--- src/rtl/spi_pkg.sv ---
// Shared constants, FSM states and frame layout for the SPI register-file slave.
package spi_pkg;

   localparam int unsigned ADDR_W     = 7;
   localparam int unsigned DATA_W     = 8;
   localparam int unsigned FRAME_BITS = 16;
   localparam int unsigned CNT_W      = $clog2(FRAME_BITS) + 1;

   localparam logic [ADDR_W-1:0] ADDR_EN_OUT_7_0  = 7'h00;
   localparam logic [ADDR_W-1:0] ADDR_EN_OUT_15_8 = 7'h01;
   localparam logic [ADDR_W-1:0] ADDR_EN_PWM_7_0  = 7'h02;
   localparam logic [ADDR_W-1:0] ADDR_EN_PWM_15_8 = 7'h03;
   localparam logic [ADDR_W-1:0] ADDR_PWM_DUTY    = 7'h04;
   localparam logic [ADDR_W-1:0] ADDR_MAX         = 7'h04;

   typedef enum logic [1:0] {IDLE, SHIFT, DONE} state_t;

   typedef struct packed {
      logic              rw;
      logic [ADDR_W-1:0] addr;
      logic [DATA_W-1:0] data;
   } frame_t;

endpackage

--- src/rtl/spi_sync.sv ---
// Multi-flop synchroniser for an asynchronous pin followed by an edge-detect flop.
module spi_sync #(
   parameter int unsigned SYNC_STAGES = 2,
   parameter logic        RESET_VAL   = 1'b0
) (
   input  logic clk,
   input  logic rst_n,
   input  logic din,
   output logic level,
   output logic rise,
   output logic fall
);

   logic [SYNC_STAGES-1:0] r_sync;
   logic                   r_prev;

   always_ff @(posedge clk or negedge rst_n) begin
      if (!rst_n) begin
         r_sync <= {SYNC_STAGES{RESET_VAL}};
         r_prev <= RESET_VAL;
      end else begin
         r_sync <= {r_sync[SYNC_STAGES-2:0], din};
         r_prev <= r_sync[SYNC_STAGES-1];
      end
   end

   assign level = r_sync[SYNC_STAGES-1];
   assign rise  = level & ~r_prev;
   assign fall  = ~level & r_prev;

endmodule

--- src/rtl/spi_peripheral.sv ---
// SPI mode-0 write-only slave driving the five PWM control registers.
// All SPI pins are synchronised into clk; nothing is clocked by SCLK.
module spi_peripheral
   import spi_pkg::*;
#(
   parameter int unsigned SYNC_STAGES = 2
) (
   input  logic              clk,
   input  logic              rst_n,
   input  logic              sclk,
   input  logic              copi,
   input  logic              ncs,
   output logic [DATA_W-1:0] en_reg_out_7_0,
   output logic [DATA_W-1:0] en_reg_out_15_8,
   output logic [DATA_W-1:0] en_reg_pwm_7_0,
   output logic [DATA_W-1:0] en_reg_pwm_15_8,
   output logic [DATA_W-1:0] pwm_duty_cycle
);

   logic w_sclk_level, w_sclk_rise, w_sclk_fall;
   logic w_copi_level, w_copi_rise, w_copi_fall;
   logic w_ncs_level, w_ncs_rise, w_ncs_fall;
   logic w_unused;

   spi_sync #(.SYNC_STAGES(SYNC_STAGES), .RESET_VAL(1'b0)) u_sync_sclk (
      .clk(clk), .rst_n(rst_n), .din(sclk),
      .level(w_sclk_level), .rise(w_sclk_rise), .fall(w_sclk_fall));

   spi_sync #(.SYNC_STAGES(SYNC_STAGES), .RESET_VAL(1'b0)) u_sync_copi (
      .clk(clk), .rst_n(rst_n), .din(copi),
      .level(w_copi_level), .rise(w_copi_rise), .fall(w_copi_fall));

   spi_sync #(.SYNC_STAGES(SYNC_STAGES), .RESET_VAL(1'b1)) u_sync_ncs (
      .clk(clk), .rst_n(rst_n), .din(ncs),
      .level(w_ncs_level), .rise(w_ncs_rise), .fall(w_ncs_fall));

   assign w_unused = ^{w_sclk_level, w_sclk_fall, w_copi_rise, w_copi_fall};

   state_t                r_state, w_state_nxt;
   logic [CNT_W-1:0]      r_cnt, w_cnt_nxt;
   logic [FRAME_BITS-1:0] r_shift, w_shift_nxt;
   logic                  r_overflow, w_overflow_nxt;
   logic                  w_commit;
   logic                  w_sclk_act;
   frame_t                w_frame;

   assign w_frame    = r_shift;
   assign w_sclk_act = w_sclk_rise & ~w_ncs_level;

   always_ff @(posedge clk or negedge rst_n) begin
      if (!rst_n) begin
         r_state    <= IDLE;
         r_cnt      <= '0;
         r_shift    <= '0;
         r_overflow <= 1'b0;
      end else begin
         r_state    <= w_state_nxt;
         r_cnt      <= w_cnt_nxt;
         r_shift    <= w_shift_nxt;
         r_overflow <= w_overflow_nxt;
      end
   end

   // nCS rise outranks any same-cycle SCLK rise, so that edge is never counted.
   always_comb begin
      w_state_nxt    = r_state;
      w_cnt_nxt      = r_cnt;
      w_shift_nxt    = r_shift;
      w_overflow_nxt = r_overflow;
      w_commit       = 1'b0;
      if (w_ncs_rise) begin
         w_state_nxt = IDLE;
         w_commit    = (r_state == DONE) && !r_overflow && w_frame.rw &&
                       (w_frame.addr <= ADDR_MAX);
      end else begin
         case (r_state)
            IDLE: begin
               if (w_ncs_fall) begin
                  w_state_nxt    = SHIFT;
                  w_cnt_nxt      = '0;
                  w_shift_nxt    = '0;
                  w_overflow_nxt = 1'b0;
               end
            end
            SHIFT: begin
               if (w_sclk_act) begin
                  w_shift_nxt = {r_shift[FRAME_BITS-2:0], w_copi_level};
                  w_cnt_nxt   = r_cnt + CNT_W'(1);
                  if (r_cnt == CNT_W'(FRAME_BITS - 1)) begin
                     w_state_nxt = DONE;
                  end
               end
            end
            DONE: begin
               if (w_sclk_act) begin
                  w_overflow_nxt = 1'b1;
               end
            end
            default: w_state_nxt = IDLE;
         endcase
      end
   end

   always_ff @(posedge clk or negedge rst_n) begin
      if (!rst_n) begin
         en_reg_out_7_0  <= '0;
         en_reg_out_15_8 <= '0;
         en_reg_pwm_7_0  <= '0;
         en_reg_pwm_15_8 <= '0;
         pwm_duty_cycle  <= '0;
      end else if (w_commit) begin
         case (w_frame.addr)
            ADDR_EN_OUT_7_0:  en_reg_out_7_0  <= w_frame.data;
            ADDR_EN_OUT_15_8: en_reg_out_15_8 <= w_frame.data;
            ADDR_EN_PWM_7_0:  en_reg_pwm_7_0  <= w_frame.data;
            ADDR_EN_PWM_15_8: en_reg_pwm_15_8 <= w_frame.data;
            ADDR_PWM_DUTY:    pwm_duty_cycle  <= w_frame.data;
            default: ;
         endcase
      end
   end

endmodule
--- config.mk ---
export PLATFORM = sky130hd
export DESIGN_NAME = spi_peripheral
export DESIGN_NICKNAME = d
export VERILOG_FILES = /design/src/rtl/spi_pkg.sv /design/src/rtl/spi_sync.sv /design/src/rtl/spi_peripheral.sv
export SDC_FILE = /design/constraint.sdc
export NUM_CORES = 1
export LEC_CHECK = 0
export CORE_UTILIZATION = 52
export DETAILED_ROUTE_END_ITERATION = 10
export PLACE_DENSITY = 0.89
export SLEW_MARGIN = 40
export SYNTH_ARGS = -nofsm -noshare
export SYNTH_HDL_FRONTEND = slang
export SYNTH_SLANG_ARGS = --single-unit
--- constraint.sdc ---
create_clock -name clk -period 2.4 [get_ports clk]
set_clock_uncertainty 0.2 [all_clocks]
set_input_delay 0.24 -clock clk [delete_from_list [all_inputs] [get_ports clk]]
set_output_delay 0.24 -clock clk [all_outputs]
set_load 0.005 [all_outputs]
== Word-level counts from Yosys, hierarchy flattened ==
Cells that the tools add are included.

* Add/sub/neg operators: 1
* Magnitude comparators: 1
* Equal/unequal tests: 14
* Mux-type cells: 15
* Bitwise operators: 8
* Reductions and logical operators: 16

{| class="wikitable"
|+ Operator list
! cell !! count
|-
| 2-to-1 mux 16 bit || 2
|-
| case mux 16 bit (2 select lines) || 1
|-
| == test 7 x 2 -> 1 bit, second input constant || 2
|-
| AND reduction 4 bit || 3
|-
| 2-to-1 mux 5 bit || 2
|-
| case mux 5 bit (2 select lines) || 1
|-
| AND reduction 2 bit || 5
|-
| 2-to-1 mux 2 bit || 4
|-
| == test 7 x 1 -> 1 bit, second input constant || 1
|-
| == test 7 x 3 -> 1 bit, second input constant || 1
|-
| <= comparator 7 x 3 -> 1 bit, second input constant || 1
|-
| logical NOT 7 bit || 1
|-
| inequality test 3 x 2 -> 1 bit, second input constant || 2
|-
| case mux 2 bit (3 select lines) || 1
|-
| adder 5 x 1 -> 5 bit, second input constant || 1
|-
| == test 5 x 4 -> 1 bit, second input constant || 1
|-
| bitwise AND 1 bit || 4
|-
| inequality test 2 x 1 -> 1 bit, second input constant || 2
|-
| inequality test 2 bit, second input constant || 2
|-
| NOT 1 bit || 4
|-
| nonzero test 2 bit || 2
|-
| logical AND 1 bit || 3
|-
| 2-to-1 mux 1 bit || 3
|-
| inequality test 3 x 1 -> 1 bit, second input constant || 1
|-
| other kinds (5) || 5
|}

* Bits in registers: 72
* Input port bits: 5
* Output and inout bits: 40
* Word-level logic and storage cells: 69

== Depth between registers and ports, before layout ==
Gate-level depths: netlist of run 1.

* Depth after elaboration: 6
* Mapped depth: 5
* Depth with buffers taken out: 5

== Hierarchy ==
From an unflattened synthesis of run 1, not the netlist that was laid out.

* Cells, all modules: 187
* Area, all modules: 2886.5 µm²

{| class="wikitable"
|+ Modules (own cells, without submodules)
! module !! instances !! cells each !! area each (µm²) !! seq. area each (µm²)
|-
| spi_peripheral || 1 || 172 || 2612.5 || 1601.5
|-
| spi_sync (u_sync_copi ...) || 2 || 5 || 90.1 || 75.1
|-
| spi_sync (u_sync_ncs) || 1 || 5 || 93.8 || 78.8
|}

== Worst setup path after synthesis of run 1 ==
Ideal clock, no wire load.

* Path type: register -> register
* From: reg u_sync_ncs.r_sync[1]
* To: reg en_reg_out_15_8[0]
* Arrival time: 1521 ps
* Data required time: 2075 ps
* Slack: 554 ps
* Stages on the path, launching flop included: 5
* Cell sequence: dfstp_2 > nor2b_1 > clkbuf_1 > nand4_2 > mux2_2

* Word-level cells in the longest chain between the ends: 3

{| class="wikitable"
|+ RTL lines
! item !! RTL line !! RTL
|-
| start: declaration || spi_sync.sv:14 || <nowiki>logic [SYNC_STAGES-1:0] r_sync;</nowiki>
|-
| start signal: assignment || spi_sync.sv:19 || <nowiki>r_sync <= {SYNC_STAGES{RESET_VAL}};</nowiki>
|-
| start signal: assignment || spi_sync.sv:22 || <nowiki>r_sync <= {r_sync[SYNC_STAGES-2:0], din};</nowiki>
|-
| bitwise AND 1 bit || spi_sync.sv:28 || <nowiki>assign rise = level & ~r_prev;</nowiki>
|-
| 2-to-1 mux 1 bit || spi_peripheral.sv:71 || <nowiki>if (w_ncs_rise) begin</nowiki>
|-
| AND reduction 2 bit (no line) || - ||
|-
| end signal: assignment || spi_peripheral.sv:114 || <nowiki>ADDR_EN_OUT_15_8: en_reg_out_15_8 <= w_frame.data;</nowiki>
|-
| end: declaration || spi_peripheral.sv:14 || <nowiki>output logic [DATA_W-1:0] en_reg_out_15_8,</nowiki>
|}

Every way passes these cells.
A chain may end at the register's enable or synchronous reset.

== Worst setup path in the final report of run 1 ==
* From: reg r_state[0]
* To: reg pwm_duty_cycle[0]

* Word-level cells in the longest chain between the ends: 6

{| class="wikitable"
|+ RTL lines
! item !! RTL line !! RTL
|-
| start: declaration || spi_peripheral.sv:39 || <nowiki>state_t r_state, w_state_nxt;</nowiki>
|-
| start signal: assignment || spi_peripheral.sv:57 || <nowiki>r_state <= w_state_nxt;</nowiki>
|-
| == test 2 bit || spi_peripheral.sv:73 || <nowiki>w_commit = (r_state == DONE) && !r_overflow && w_frame.rw &&</nowiki>
|-
| logical AND 1 bit (3 in a row) || spi_peripheral.sv:73 ||
|-
| 2-to-1 mux 1 bit || spi_peripheral.sv:71 ||
|-
| AND reduction 2 bit (no line) || - ||
|-
| end signal: assignment || spi_peripheral.sv:117 || <nowiki>ADDR_PWM_DUTY: pwm_duty_cycle <= w_frame.data;</nowiki>
|-
| end: declaration || spi_peripheral.sv:17 || <nowiki>output logic [DATA_W-1:0] pwm_duty_cycle</nowiki>
|}

Every way passes these cells.

==> results of run 1 <==
==> placed cells by master (no fill, tap or decap), drive strengths merged <==
| master | count |
|---|---|
| a211o | 2 |
| a31oi | 2 |
| nor4bb | 1 |
| mux2 | 41 |
| dfrtp | 69 |
| nor4b | 4 |
| and2 | 2 |
| dfstp | 3 |
| dlygate4sd3 | 1 |
| nand2 | 2 |
| clkbuf | 12 |
| buf | 6 |
| nor4 | 1 |
| or3b | 1 |
| nor2 | 1 |
| a21oi | 5 |
| bufinv | 1 |
| and2b | 1 |
| inv | 4 |
| a21o | 1 |
| nor2b | 1 |
| clkdlybuf4s50 | 43 |
| nand4 | 6 |
| nand3b | 1 |
| ha | 2 |
| nor3b | 2 |
| nand2b | 2 |
| nand3 | 1 |
| and3 | 2 |
| clkinvlp | 1 |
| a22o | 18 |
| o221ai | 1 |
| clkinv | 2 |
==> logic make-up after synthesis <==
logic type	count (synthesis)	synth area share
compound gates	29	0.0820
fa+ha+maj	2	0.00892
flops	72	0.643
mux	41	0.165
buf+inv	9	0.0138
simple gates	28	0.0874
==> metal layers <==
metal,vias up,wire [um],part of all wire,GRT usage
li1,789,-,-,-
met1,872,2550,0.45,0.300
met2,48,2680,0.47,0.348
met3,6,360,0.064,0.0794
met4,0,84,0.015,0.0823
met5,-,0,0,0
==> cell usage after synthesis, types with 2 or more instances <==
cell	n
a21oi_1	5
a22o_1	18
a31oi_1	2
and2_1	2
and3_1	2
buf_2	4
dfrtp_1	69
dfstp_2	3
ha_1	2
inv_1	4
mux2_2	41
nand2_1	2
nand2b_1	2
nand4_2	5
nor3b_2	2
nor4b_1	3
==> repair_timing <==
action	CTS	global route
hold endpoints to repair	22	0
endpoints found under the setup margin	0	0
hold buffers	1	0
==> where the power goes <==
group | internal, W | switching [W]
sequential | 0.00124 | 0.0000275
combinational | 0.0000412 | 0.0000641
clock | 0.000565 | 0.000439
total | 0.00184 | 0.000531
==> per-stage QoR <==
stage               utilization  cell area (um^2)
global route              0.694              3570
global placement          0.650              3340
floorplan                     -              2810
detailed placement        0.650              3340
CTS                       0.694              3570
finish                    0.694              3570
==> state kept, by name (all words and copies together), names as in the netlist, 2 cells and up <==
name and flops:
en_reg_out_15_8 8, en_reg_out_7_0 8, en_reg_pwm_15_8 8, en_reg_pwm_7_0 8, pwm_duty_cycle 8, r_cnt 5
r_shift 16, r_state 2, u_sync_copi.r_sync 2, u_sync_ncs.r_sync 2, u_sync_sclk.r_sync 2
==> layout make-up <==
class / instances / share of cell area
timing repair buffer: 50 / 0.135
multi-input combinational: 100 / 0.270
inverter: 4 / 0.00421
clock inverter: 4 / 0.0144
sequential: 72 / 0.506
clock buffer: 12 / 0.0463
tap: 70 / 0.0245
==> worst paths after layout <==
check                      slack (ns)  depth (start not counted)                              end                             from
setup / recovery                 0.32                          3    pwm_duty_cycle[0]$_DFFE_PN0P_           r_state[0]$_DFFE_PN0P_
hold / removal                   0.11                          1   u_sync_ncs.r_sync[0]$_DFF_PN1_                              ncs
setup reg to reg                 0.32                          3    pwm_duty_cycle[0]$_DFFE_PN0P_           r_state[0]$_DFFE_PN0P_
hold reg to reg                  0.16                          0  u_sync_sclk.r_sync[1]$_DFF_PN0_  u_sync_sclk.r_sync[0]$_DFF_PN0_
max in group asynchronous        1.08                          3      u_sync_ncs.r_prev$_DFF_PN1_                            rst_n
min in group asynchronous        0.23                          2  u_sync_copi.r_sync[0]$_DFF_PN0_                            rst_n
==> qor.txt, run 1 <==
Pre-Repair DR Iteration Count: 4
Largest net degree at the start of global routing: 28
Resized cells post-CTS: 0
Layout cell share with drive strength beyond 1: 0.318
Port Buffer Count: 44
Crit-path max cell delay: 0.47 ns
CTS tree: yes
Longest Clk Path Bufs: 2
RSZ-0062 raised after global routing: false
Routability Congestion: 0.727
Period Utilization, post-route: 0.867
Total gr overflow: 0
Post-synth top area share: 0.615
Cell taking the most area after synthesis: dfrtp_1
Final hold vios: 0
Initial cell density of the core: 0.546
CP max FO: 8
Post-DP HPWL: 3750 um
WS Path Type: reg -> reg
Vias in the first global route: 1,759
Post-CTS Setup Inserts: 0
Worst setup EP type: register
CP arrival: 2.11 ns
CP required: 2.43 ns
Cell Area, Synth: 2810 um^2
Post-Syn Nets: 188
FILL cells: 390
Peak supply drop: 0.379 mV
DP Worst Slack: 0.295 ns
All-Layer GR Usage: 0.226
Worst-Skew Late Latency: 0.34 ns
Buffers & Inverters on Critical Path: 0
Post-route DRC: 0
Pins Over Slew Limit: 0
Non-Filler Instances: 312
DIE AREA: 5690 um^2
Top FF cell, synth: dfrtp_1
P_leak: 1.73 nW
Final setup viols: 0
Critical-path cell with the highest stage delay: dfrtp_1
Sequential cell area: 1810 um^2
Nets: 244
Status: completed
Post-route ant nets: 0
DRT iter0 DRCs: 87
Max-slew headroom: 0.615
WL/cell: 18.2 um
Syn. warnings: 0
MaxCap Viol Count: 0
Initial antenna violation count: 0
Ant diodes: 0
Setup ws final: 0.318 ns
CTS buffer count: 9
CP cell instances: nor4b_4 > nand4_2 > mux2_2
Power Density: 665 nW/um^2
Clock root buffer: clkbuf_8
Site Rows: 26
Clock Sink Count: 72
Fin Setup TNS: 0 ns
Worst hold-check path type: in -> reg
Clock slew at reported path FFs: 0.07 ns
Routed WL: 5670 um
Async S/R FF share, synth: 1.00
Syn-to-layout area delta: 27.2%
Largest cells by area after synthesis: dfrtp_1, mux2_2, a22o_1
Total power: 0.00237 W
First-pass GRT wire length: 9020 um
Post-Syn Instances: 181
I/O pin count: 45
Area of the multi-input gates: 962 um^2
Minimum clock period: 2.08 ns
Max Fclk: 480 MHz
Unique cell type count in the Yosys netlist: 31
Number of synthesized flops with an enable pin: 0
Top delay family on crit path: simple AND/OR/NAND/NOR gates
Startpoint types: register
CORE AREA: 5140 um^2
Die Wd: 75.5 um
Vias/cell: 5.50
Placed insts: 295
Seq/Total Area, Yosys: 0.643
CTS HTree Levels: 3
Mean Syn Cell Area: 15.5 um^2
Slew of the pin with the lowest slew margin: 0.578 ns
Hold slack: 0.112 ns
Post-synthesis register bit count: 72
Vias: 1,715
Die H: 75.5 um
No activity file was read; power rests on OpenSTA's default activity.
==> run 2: changes to the inputs <==
--- a/config.mk
+++ b/config.mk
@@ -7,6 +7,7 @@
 export LEC_CHECK = 0
 export CORE_UTILIZATION = 52
 export DETAILED_ROUTE_END_ITERATION = 10
+export GPL_TIMING_DRIVEN = 1
 export PLACE_DENSITY = 0.89
 export SLEW_MARGIN = 40
 export SYNTH_ARGS = -nofsm -noshare
==> results of run 2 <==
Final layout, timing and power as in run 1 (identical DEF).
==> run 3: changes to the inputs <==
--- a/config.mk
+++ b/config.mk
@@ -5,6 +5,7 @@
 export SDC_FILE = /design/constraint.sdc
 export NUM_CORES = 1
 export LEC_CHECK = 0
+export ABC_AREA = 0
 export CORE_UTILIZATION = 52
 export DETAILED_ROUTE_END_ITERATION = 10
 export GPL_TIMING_DRIVEN = 1
==> results of run 3 <==
Final layout, timing and power as in run 1 (identical DEF).
